**src/rtl/mc_pkg.sv**
```systemverilog
// mc_pkg: state, opcode, func-bit and ALU encodings shared by controller, ALU and datapath.
// MCU_ILLEGAL_TRAP_EN adds the HALT state.
package mc_pkg;
    localparam int OPC_W  = 4;
    localparam int FUNC_W = 9;
    localparam int ALUC_W = 3;
    typedef enum logic [3:0] {
        S_FETCH  = 4'd0,
        S_DECODE = 4'd1,
        S_MEMRD  = 4'd2,
        S_WBMEM  = 4'd3,
        S_MEMWR  = 4'd4,
        S_JUMP   = 4'd5,
        S_BRANCH = 4'd6,
        S_EXEC   = 4'd7,
        S_WBALU  = 4'd8
`ifdef MCU_ILLEGAL_TRAP_EN
        , S_HALT = 4'd9
`endif
    } state_t;
    localparam logic [OPC_W-1:0] OP_LDA   = 4'b0000;
    localparam logic [OPC_W-1:0] OP_STA   = 4'b0001;
    localparam logic [OPC_W-1:0] OP_JMP   = 4'b0010;
    localparam logic [OPC_W-1:0] OP_BZ    = 4'b0100;
    localparam logic [OPC_W-1:0] OP_TYPEC = 4'b1000;
    localparam logic [OPC_W-1:0] OP_ADDI  = 4'b1100;
    localparam logic [OPC_W-1:0] OP_SUBI  = 4'b1101;
    localparam logic [OPC_W-1:0] OP_ANDI  = 4'b1110;
    localparam logic [OPC_W-1:0] OP_ORI   = 4'b1111;
    localparam int F_MOVETO   = 0;
    localparam int F_MOVEFROM = 1;
    localparam int F_ADD      = 2;
    localparam int F_SUB      = 3;
    localparam int F_AND      = 4;
    localparam int F_OR       = 5;
    localparam int F_NOT      = 6;
    localparam int F_NOP      = 7;
    localparam logic [ALUC_W-1:0] ALU_MOV = 3'b000;
    localparam logic [ALUC_W-1:0] ALU_ADD = 3'b001;
    localparam logic [ALUC_W-1:0] ALU_SUB = 3'b010;
    localparam logic [ALUC_W-1:0] ALU_AND = 3'b011;
    localparam logic [ALUC_W-1:0] ALU_OR  = 3'b100;
    localparam logic [ALUC_W-1:0] ALU_NOT = 3'b101;
    localparam logic [ALUC_W-1:0] ALU_NOP = 3'b110;
    // the top func bit has no operation assigned, so it decodes as NOP too
    function automatic logic is_nop_func(input logic [FUNC_W-1:0] f);
        return !$onehot(f) || f[F_NOP] || f[FUNC_W-1];
    endfunction
endpackage

```
**src/rtl/alu_op_decoder.sv**
```systemverilog
// alu_op_decoder: maps controller state plus IR opcode/func to ALUControl.
module alu_op_decoder
    import mc_pkg::*;
(
    input  logic [OPC_W-1:0]  opcode,
    input  logic [FUNC_W-1:0] func,
    input  state_t            state,
    output logic [ALUC_W-1:0] alu_control
);
    logic [ALUC_W-1:0] imm_op, typec_op, exec_op;
    always_comb begin
        imm_op = opcode == OP_ADDI ? ALU_ADD : opcode == OP_SUBI ? ALU_SUB :
                 opcode == OP_ANDI ? ALU_AND : ALU_OR;
        // MOVETO passes R0 through as R0+0
        typec_op = func[F_MOVETO] ? ALU_ADD : func[F_MOVEFROM] ? ALU_MOV :
                   func[F_ADD] ? ALU_ADD : func[F_SUB] ? ALU_SUB :
                   func[F_AND] ? ALU_AND : func[F_OR] ? ALU_OR :
                   func[F_NOT] ? ALU_NOT : ALU_NOP;
        exec_op = opcode == OP_TYPEC ? (is_nop_func(func) ? ALU_NOP : typec_op) : imm_op;
        alu_control = state == S_FETCH ? ALU_ADD : state == S_BRANCH ? ALU_SUB :
                      state == S_EXEC ? exec_op : ALU_NOP;
    end
endmodule

```
**src/rtl/multicycle_controller.sv**
```systemverilog
// multicycle_controller: Moore control FSM for the 16-bit accumulator datapath.
// MCU_ILLEGAL_TRAP_EN: illegal opcodes trap into a sticky HALT state.
module multicycle_controller
    import mc_pkg::*;
(
    input  logic              clk,
    input  logic              rst,
    input  logic [OPC_W-1:0]  opcode,
    input  logic [FUNC_W-1:0] func,
    input  logic              Zero,
    output logic [ALUC_W-1:0] ALUControl,
    output logic              ALUSrcA,
    output logic [1:0]        ALUSrcB,
    output logic              PCWrite,
    output logic              PCWriteCond,
    output logic              PCSrc,
    output logic              IorD,
    output logic              MemRead,
    output logic              MemWrite,
    output logic              IRWrite,
    output logic              RegWrite,
    output logic              RegDst,
    output logic              MemToReg,
    output logic              halted
);
    state_t state, next;
    logic   pc_write;

    always_ff @(posedge clk or posedge rst) begin
        if (rst) state <= S_FETCH;
        else     state <= next;
    end

    always_comb begin
        next        = S_FETCH;
        ALUSrcA     = 1'b0;
        ALUSrcB     = 2'b00;
        pc_write    = 1'b0;
        PCWriteCond = 1'b0;
        PCSrc       = 1'b0;
        IorD        = 1'b0;
        MemRead     = 1'b0;
        MemWrite    = 1'b0;
        IRWrite     = 1'b0;
        RegWrite    = 1'b0;
        RegDst      = 1'b0;
        MemToReg    = 1'b0;
        case (state)
            S_FETCH: begin
                MemRead  = 1'b1;
                IRWrite  = 1'b1;
                ALUSrcB  = 2'b01;
                pc_write = 1'b1;
                next     = S_DECODE;
            end
            S_DECODE: begin
                case (opcode)
                    OP_LDA:   next = S_MEMRD;
                    OP_STA:   next = S_MEMWR;
                    OP_JMP:   next = S_JUMP;
                    OP_BZ:    next = S_BRANCH;
                    OP_TYPEC: next = is_nop_func(func) ? S_FETCH : S_EXEC;
                    OP_ADDI, OP_SUBI, OP_ANDI, OP_ORI: next = S_EXEC;
`ifdef MCU_ILLEGAL_TRAP_EN
                    default:  next = S_HALT;
`else
                    default:  next = S_FETCH;
`endif
                endcase
            end
            S_MEMRD: begin
                MemRead = 1'b1;
                IorD    = 1'b1;
                next    = S_WBMEM;
            end
            S_WBMEM: begin
                RegWrite = 1'b1;
                MemToReg = 1'b1;
            end
            S_MEMWR: begin
                MemWrite = 1'b1;
                IorD     = 1'b1;
            end
            S_JUMP: begin
                pc_write = 1'b1;
                PCSrc    = 1'b1;
            end
            S_BRANCH: begin
                ALUSrcA     = 1'b1;
                ALUSrcB     = 2'b11;
                PCWriteCond = 1'b1;
                PCSrc       = 1'b1;
            end
            S_EXEC: begin
                ALUSrcA = 1'b1;
                ALUSrcB = opcode != OP_TYPEC ? 2'b10 : func[F_MOVETO] ? 2'b11 : 2'b00;
                next    = S_WBALU;
            end
            S_WBALU: begin
                RegWrite = 1'b1;
                RegDst   = opcode == OP_TYPEC && func[F_MOVETO];
            end
`ifdef MCU_ILLEGAL_TRAP_EN
            S_HALT: next = S_HALT;
`endif
            default: next = S_FETCH;
        endcase
    end

    assign PCWrite = pc_write | (PCWriteCond & Zero);
`ifdef MCU_ILLEGAL_TRAP_EN
    assign halted = state == S_HALT;
`else
    assign halted = 1'b0;
`endif

    alu_op_decoder u_alu_op_decoder (
        .opcode      (opcode),
        .func        (func),
        .state       (state),
        .alu_control (ALUControl)
    );
endmodule
```
**config.mk**
```make
export PLATFORM = sky130hd
export DESIGN_NAME = multicycle_controller
export DESIGN_NICKNAME = d
export VERILOG_FILES = /design/src/rtl/mc_pkg.sv /design/src/rtl/alu_op_decoder.sv /design/src/rtl/multicycle_controller.sv
export SDC_FILE = /design/constraint.sdc
export NUM_CORES = 1
export LEC_CHECK = 0
export CAP_MARGIN = 5
export CELL_PAD_IN_SITES_DETAIL_PLACEMENT = 0
export CELL_PAD_IN_SITES_GLOBAL_PLACEMENT = 1
export CORE_MARGIN = 4
export CORE_UTILIZATION = 37
export CTS_BUF_LIST = sky130_fd_sc_hd__clkbuf_2
export DETAILED_ROUTE_END_ITERATION = 12
export HOLD_SLACK_MARGIN = 0.15
export PLACE_DENSITY_LB_ADDON = 0.1
export RECOVER_POWER = 50
export SLEW_MARGIN = 30
export SYNTH_ARGS = -nofsm -noshare
export SYNTH_HDL_FRONTEND = slang
export SYNTH_HIERARCHICAL = 1
export SYNTH_SLANG_ARGS = --single-unit
```
**constraint.sdc**
```tcl
create_clock -name clk -period 23.1 [get_ports clk]
set_input_delay 6.93 -clock clk [delete_from_list [all_inputs] [get_ports clk]]
set_output_delay 6.93 -clock clk [all_outputs]
set_load 0.005 [all_outputs]
```
* Word level (Yosys, flattened, before mapping)
Index checks and enable logic that the tools add are counted.
** Cells by class
- $add $sub $neg :: 8
- Multipliers :: 0
- Div/mod/pow operators :: 0
- $lt $le $gt $ge :: 0
- Equal/unequal tests :: 18
- Shift operators :: 0
- Multiplexer cells :: 32
- Bitwise operators :: 2
- Reduce and logical (&&, ||, !) cells :: 13
** Operators with widths (count)
- $mux 3 :: 15
- $eq 4x4->1 const B :: 6
- $eq 4x3->1 const B :: 5
- $pmux 3 s6 :: 1
- $pmux 4 s4 :: 1
- $add 4x4->4 :: 3
- $eq 4x1->1 const B :: 3
- $eq 4x2->1 const B :: 3
- $reduce_or 2->1 :: 6
- $mux 1 :: 11
- $add 1x1->2 :: 4
- $logic_not 4->1 :: 2
- $mux 2 :: 3
- $pmux 2 s3 :: 1
- $add 4x1->4 :: 1
- $ne 4x4->1 const B :: 1
- $reduce_or 4->1 :: 1
- $logic_or 1x1->1 :: 2
- $and 1x1->1 :: 1
- $logic_and 1x1->1 :: 1
- $logic_not 1->1 :: 1
- $or 1x1->1 :: 1
** Word-level totals
- Bits in registers :: 4
- Bits in latches :: 0
- Bits in writable memories :: 0
- Bits in read-only memories :: 0
- Bits of input ports :: 16
- Output and inout port bits :: 17
- Word-level logic and storage cells :: 74
- Memories :: 0

* Depth between registers and ports, before layout
- Word-level depth :: 13
- Gate-level depth with buffers :: 13

* By module
The synthesis kept the hierarchy.
** By module, submodules not included
- multicycle_controller :: times used 1, cells an instance 81, area an instance 625.6 um^2, sequential area each 100.1 um^2
- alu_op_decoder :: times used 1, cells an instance 55, area an instance 440.4 um^2, sequential area each 0.0 um^2

* Worst setup path before layout
OpenSTA, ideal clock, no wires.
- Kind :: input port to output port
- From :: input port func[0]
- To :: output port ALUControl[2]
- Arrival :: 10.155 ns
- Slack :: 6.015 ns
- Stages on the path :: 12
- Cells stage by stage :: fa_1 -> inv_1 -> fa_1 -> inv_1 -> fa_1 -> ha_1 -> inv_1 -> fa_1 -> a211o_1 -> a2111oi_4 -> a21oi_1 -> or3_1
** On the way
- Longest elaborated chain between the ends :: 13
- Elaborated cells between the ends (all ways) :: 14
- Those cells by class :: add/sub (4); eq/ne (1); mux (6); reduce/logical (3)
** Ends and longest elaborated chain
- from (decl) :: line multicycle_controller.sv:9 : input logic [FUNC_W-1:0] func,
- $add 1x1->2 (implied by the code) :: line mc_pkg.sv:47 : return !$onehot(f) || f[F_NOP] || f[FUNC_W-1];
- $add 4x4->4 (implied by the code) (2 in a row) :: line mc_pkg.sv:47
- $add 4x1->4 (implied by the code) :: line mc_pkg.sv:47
- $eq 4x1->1 :: line mc_pkg.sv:47
- $logic_not 1->1 :: line mc_pkg.sv:47
- $logic_or 1x1->1 (2 in a row)
- $mux 3 * (2 in a row) :: line alu_op_decoder.sv:19 : exec_op = opcode == OP_TYPEC ? (is_nop_func(func) ? ALU_NOP : typec_op) : imm_op;
- $mux 3 * :: line alu_op_decoder.sv:21 : state == S_EXEC ? exec_op : ALU_NOP;
- $mux 3 * (2 in a row) :: line alu_op_decoder.sv:20 : alu_control = state == S_FETCH ? ALU_ADD : state == S_BRANCH ? ALU_SUB :
- to (decl) :: line multicycle_controller.sv:11 : output logic [ALUC_W-1:0] ALUControl,
Every way passes the cells marked *; elsewhere a longest branch is shown, timed or not.

* Worst setup path in the final report
Ends and elaborated chain as after synthesis.

==> results.sh <==
export IMPL_grt_overall_usage_pct=14.19
export IMPL_finalNetCount=202
export IMPL_cts_root_to_sink_buffers=2
export IMPL_netlist_instances=136
export IMPL_endpoint_of_the_worst_register_to_register_path="state[0]"
export IMPL_max_flop_register="state"
export IMPL_mappedNetlistNets=170
export IMPL_min_period_ps=18200
export IMPL_worst_hold_path_num_cells=2
export IMPL_antenna_diode_count=0
export IMPL_synth_register_bits=4
export IMPL_timing_final_hold_violations=0
export IMPL_finalCritPeriodShare_pct=78.79
export IMPL_required_ps=16170
export IMPL_fin_setup_tns_ps=0
export IMPL_worstSetupEndpointType="output pin"
export IMPL_cts_root_buf="sky130_fd_sc_hd__clkbuf_2"
export IMPL_overflow=0
export IMPL_critical_path_peak_fanout=5
export IMPL_detail_route_antenna_nets=0
export IMPL_routed_top_layer="met3"
export IMPL_cts_htree_levels=1
export IMPL_std_cell_rows=19
export IMPL_grt_max_degree=19
export IMPL_ys_seq_area_share_pct=9.390
export IMPL_grt_setup_unrepaired="false"
export IMPL_crit_reg2reg_launch="state[0]"
export IMPL_wl_met2_mm=1.210
export IMPL_core_area_um2=2758
export IMPL_r2r_setup_slack_ps=21730
export IMPL_min_delay_start="state[1]"
export IMPL_layout_drive_gt1_share_pct=6.627
export IMPL_postRouteWirelength_mm=2.488
export IMPL_io_pins=33
export IMPL_static_leakage_nw=0.6298
export IMPL_peak_clock_frequency_supported_by_timing_ghz=0.05494
export IMPL_place_port_buffers=31
export IMPL_tritoncts_clock_tree="built"
export IMPL_cts_hold_fix_buffers=0
export IMPL_post_cts_resize_count=0
export IMPL_whs_endpoint="state[3]"
export IMPL_hold_slack_ps=800.1
export IMPL_largest_reg_flops=4
export IMPL_dpl_hpwl_mm=2.133
export IMPL_max_slew_margin_pct=65.82
export IMPL_initial_utilization_pct=38.66
export IMPL_r2r_worst_path_cells=3
export IMPL_layout_area_overhead_vs_synth_pct=30.63
export IMPL_place_gp_congestion=0.8099
export IMPL_cts_num_sinks=4
export IMPL_drt_vias_per_instance=5.173
export IMPL_initial_antenna_violation_count=0
export IMPL_wl_per_cell_um=12.63
export IMPL_detailroute_via_count=1019
export IMPL_worstMarginPinSlew_ps=512.8
export IMPL_vdd_ir_drop_max_mv=0.05468
export IMPL_synth_lib_cells_used_distinct=40
export IMPL_worstSkewPairLatency_ps=200
export IMPL_global_route_wire_length_before_repair_mm=4.181
export IMPL_report_final_slew_viol_count=0
export IMPL_critical_path_startpoint_type="input port"
export IMPL_synth_avg_cell_area_um2=7.838
export IMPL_synthesis_yosys_warnings=6
export IMPL_clkSlewWorstSetupHoldPaths_ps=40
export IMPL_mappedNetlistArea_um2=1066
export IMPL_drv_cap=0
export IMPL_setup_viol=0
export IMPL_post_cts_setup_buffer_count=0
export IMPL_chipHeight_um=61.68
export IMPL_met3_wirelength_um=75
export IMPL_clock_skew_final_ps=3.122
export IMPL_drc=0
export IMPL_chipWidth_um=61.68
export IMPL_wl_met1_mm=1.202
export IMPL_drt_pass1_iter_count=4
export IMPL_design_die_area_um2=3804
export IMPL_layout_top_registers="state (4)"
export IMPL_crit_arrival_ps=11270
export IMPL_cellPowerDensity_nw_per_um2=64.80
export IMPL_first_global_vias=974
export IMPL_drt_iter0_markers=45
export IMPL_path_class="in2out"
export IMPL_holdCritPathClass="reg2reg"
export IMPL_cts_inserted_buffers=3
export IMPL_outcome="finished clean"
==> per-layer routing <==
layer / global-route usage (%) / up-vias
met1: 20.33 / 473
met4: 0.9091 / 0
li1: - / 531
met3: 0.8386 / 0
met2: 24.51 / 15
met5: 0 / -
==> synth_stat cells (all sizes together) <==
cell type | instances | share of area, %
and3 | 1 | 0.70
and3b | 1 | 0.82
nand2 | 9 | 3.2
nor4 | 1 | 0.59
or3 | 4 | 2.3
a21oi | 10 | 4.7
ha | 8 | 9.4
nor4b | 3 | 3.1
o21ai | 6 | 2.8
buf | 4 | 3.5
o311ai | 1 | 1.5
nand3b | 2 | 1.4
nor2 | 10 | 4.0
inv | 26 | 9.2
nand4bb | 1 | 1.1
o22a | 1 | 0.82
nand4 | 1 | 0.59
a211o | 1 | 0.82
nand3 | 6 | 2.8
dfrtp | 4 | 9.4
mux2i | 1 | 0.94
a211oi | 3 | 2.1
nor2b | 1 | 0.59
xor2 | 2 | 1.6
xnor2 | 2 | 1.6
and2 | 1 | 0.70
nor3 | 8 | 3.8
a2111oi | 1 | 2.6
a22o | 1 | 0.82
o21bai | 1 | 0.70
a22oi | 1 | 0.70
conb | 1 | 0.35
o31ai | 2 | 1.4
a31oi | 1 | 0.59
fa | 10 | 19
==> cells by family (layout without fill, tap and decap cells) <==
kind of cell    Yosys count  in the layout  share of synthesized area (%)
buf+inv                  30             60                          12.68
flops                     4              4                          9.390
compound gates           29             29                          19.60
fa+ha+maj                18             18                          28.17
mux                       1              1                         0.9390
xor+xnor                  4              4                          3.287
simple gates             49             49                          25.59
other cells               1              1                         0.3518
==> metrics by stage <==
stage	total power [mW]	cells	util (%)	setup slack (ps)	area (µm²)
6_report	0.09024	197	50.50	4899	1393
5_1_grt	0.1016	197	50.50	4709	1393
4_1_cts	0.09360	197	50.50	4869	1393
3_5_place_dp	0.08694	194	49.95	4871	1378
3_3_place_gp	0.08488	194	49.95	4944	1378
2_1_floorplan	0.05627	136	-	6015	1066
==> critical path, cell delays in order <==
cell and delay, ps:
sky130_fd_sc_hd__clkdlybuf4s50_1 500, sky130_fd_sc_hd__fa_1 570, sky130_fd_sc_hd__inv_1 50, sky130_fd_sc_hd__fa_1 480, sky130_fd_sc_hd__inv_1 50, sky130_fd_sc_hd__fa_1 500, sky130_fd_sc_hd__ha_1 160, sky130_fd_sc_hd__inv_1 50
sky130_fd_sc_hd__fa_1 380, sky130_fd_sc_hd__a211o_1 310, sky130_fd_sc_hd__a2111oi_4 360, sky130_fd_sc_hd__a21oi_1 110, sky130_fd_sc_hd__or3_1 370, sky130_fd_sc_hd__clkdlybuf4s50_1 450
==> placed cells by master, fill, tap and decap left out, types with 3 or more instances in the layout <==
cell                              netlist  final
sky130_fd_sc_hd__nand3_1                6      6
sky130_fd_sc_hd__nor3_1                 8      8
sky130_fd_sc_hd__ha_1                   8      8
sky130_fd_sc_hd__clkbuf_2               0      3
sky130_fd_sc_hd__inv_1                 25     25
sky130_fd_sc_hd__a211oi_1               3      3
sky130_fd_sc_hd__nand2_1                9      9
sky130_fd_sc_hd__o21ai_0                4      4
sky130_fd_sc_hd__a21oi_1               10     10
sky130_fd_sc_hd__dfrtp_1                4      4
sky130_fd_sc_hd__nor2_1                 8      8
sky130_fd_sc_hd__clkdlybuf4s50_1        0     23
sky130_fd_sc_hd__fa_1                  10     10
sky130_fd_sc_hd__dlygate4sd3_1          0      8
sky130_fd_sc_hd__or3_1                  4      4
==> layout make-up <==
type	instances	area, µm²
tap	31	38.79
fill	293	1365
clock buffer	3	15.01
multi-input combinational	102	830.8
timing repair buffer	31	310.3
sequential	4	100.1
inverter	26	97.59
==> worst max path at each step <==
stage                  from            end  slack, ps  depth (start not counted)
finish              func[0]  ALUControl[2]       4900                         14
global route        func[0]  ALUControl[2]       4710                         14
CTS                 func[0]  ALUControl[2]       4870                         14
detailed placement  func[0]  ALUControl[2]       4870                         14
global placement    func[0]  ALUControl[2]       4940                         14
floorplan           func[0]  ALUControl[2]       6010                         12
==> where the power goes <==
part,leakage (nW),switching [mW],internal [mW]
combinational,0.565,0.0292,0.0378
sequential,0.0527,0.00838,0.00886
clock,0.0125,0.00251,0.00349
No activity file was read; power rests on OpenSTA's default activity.
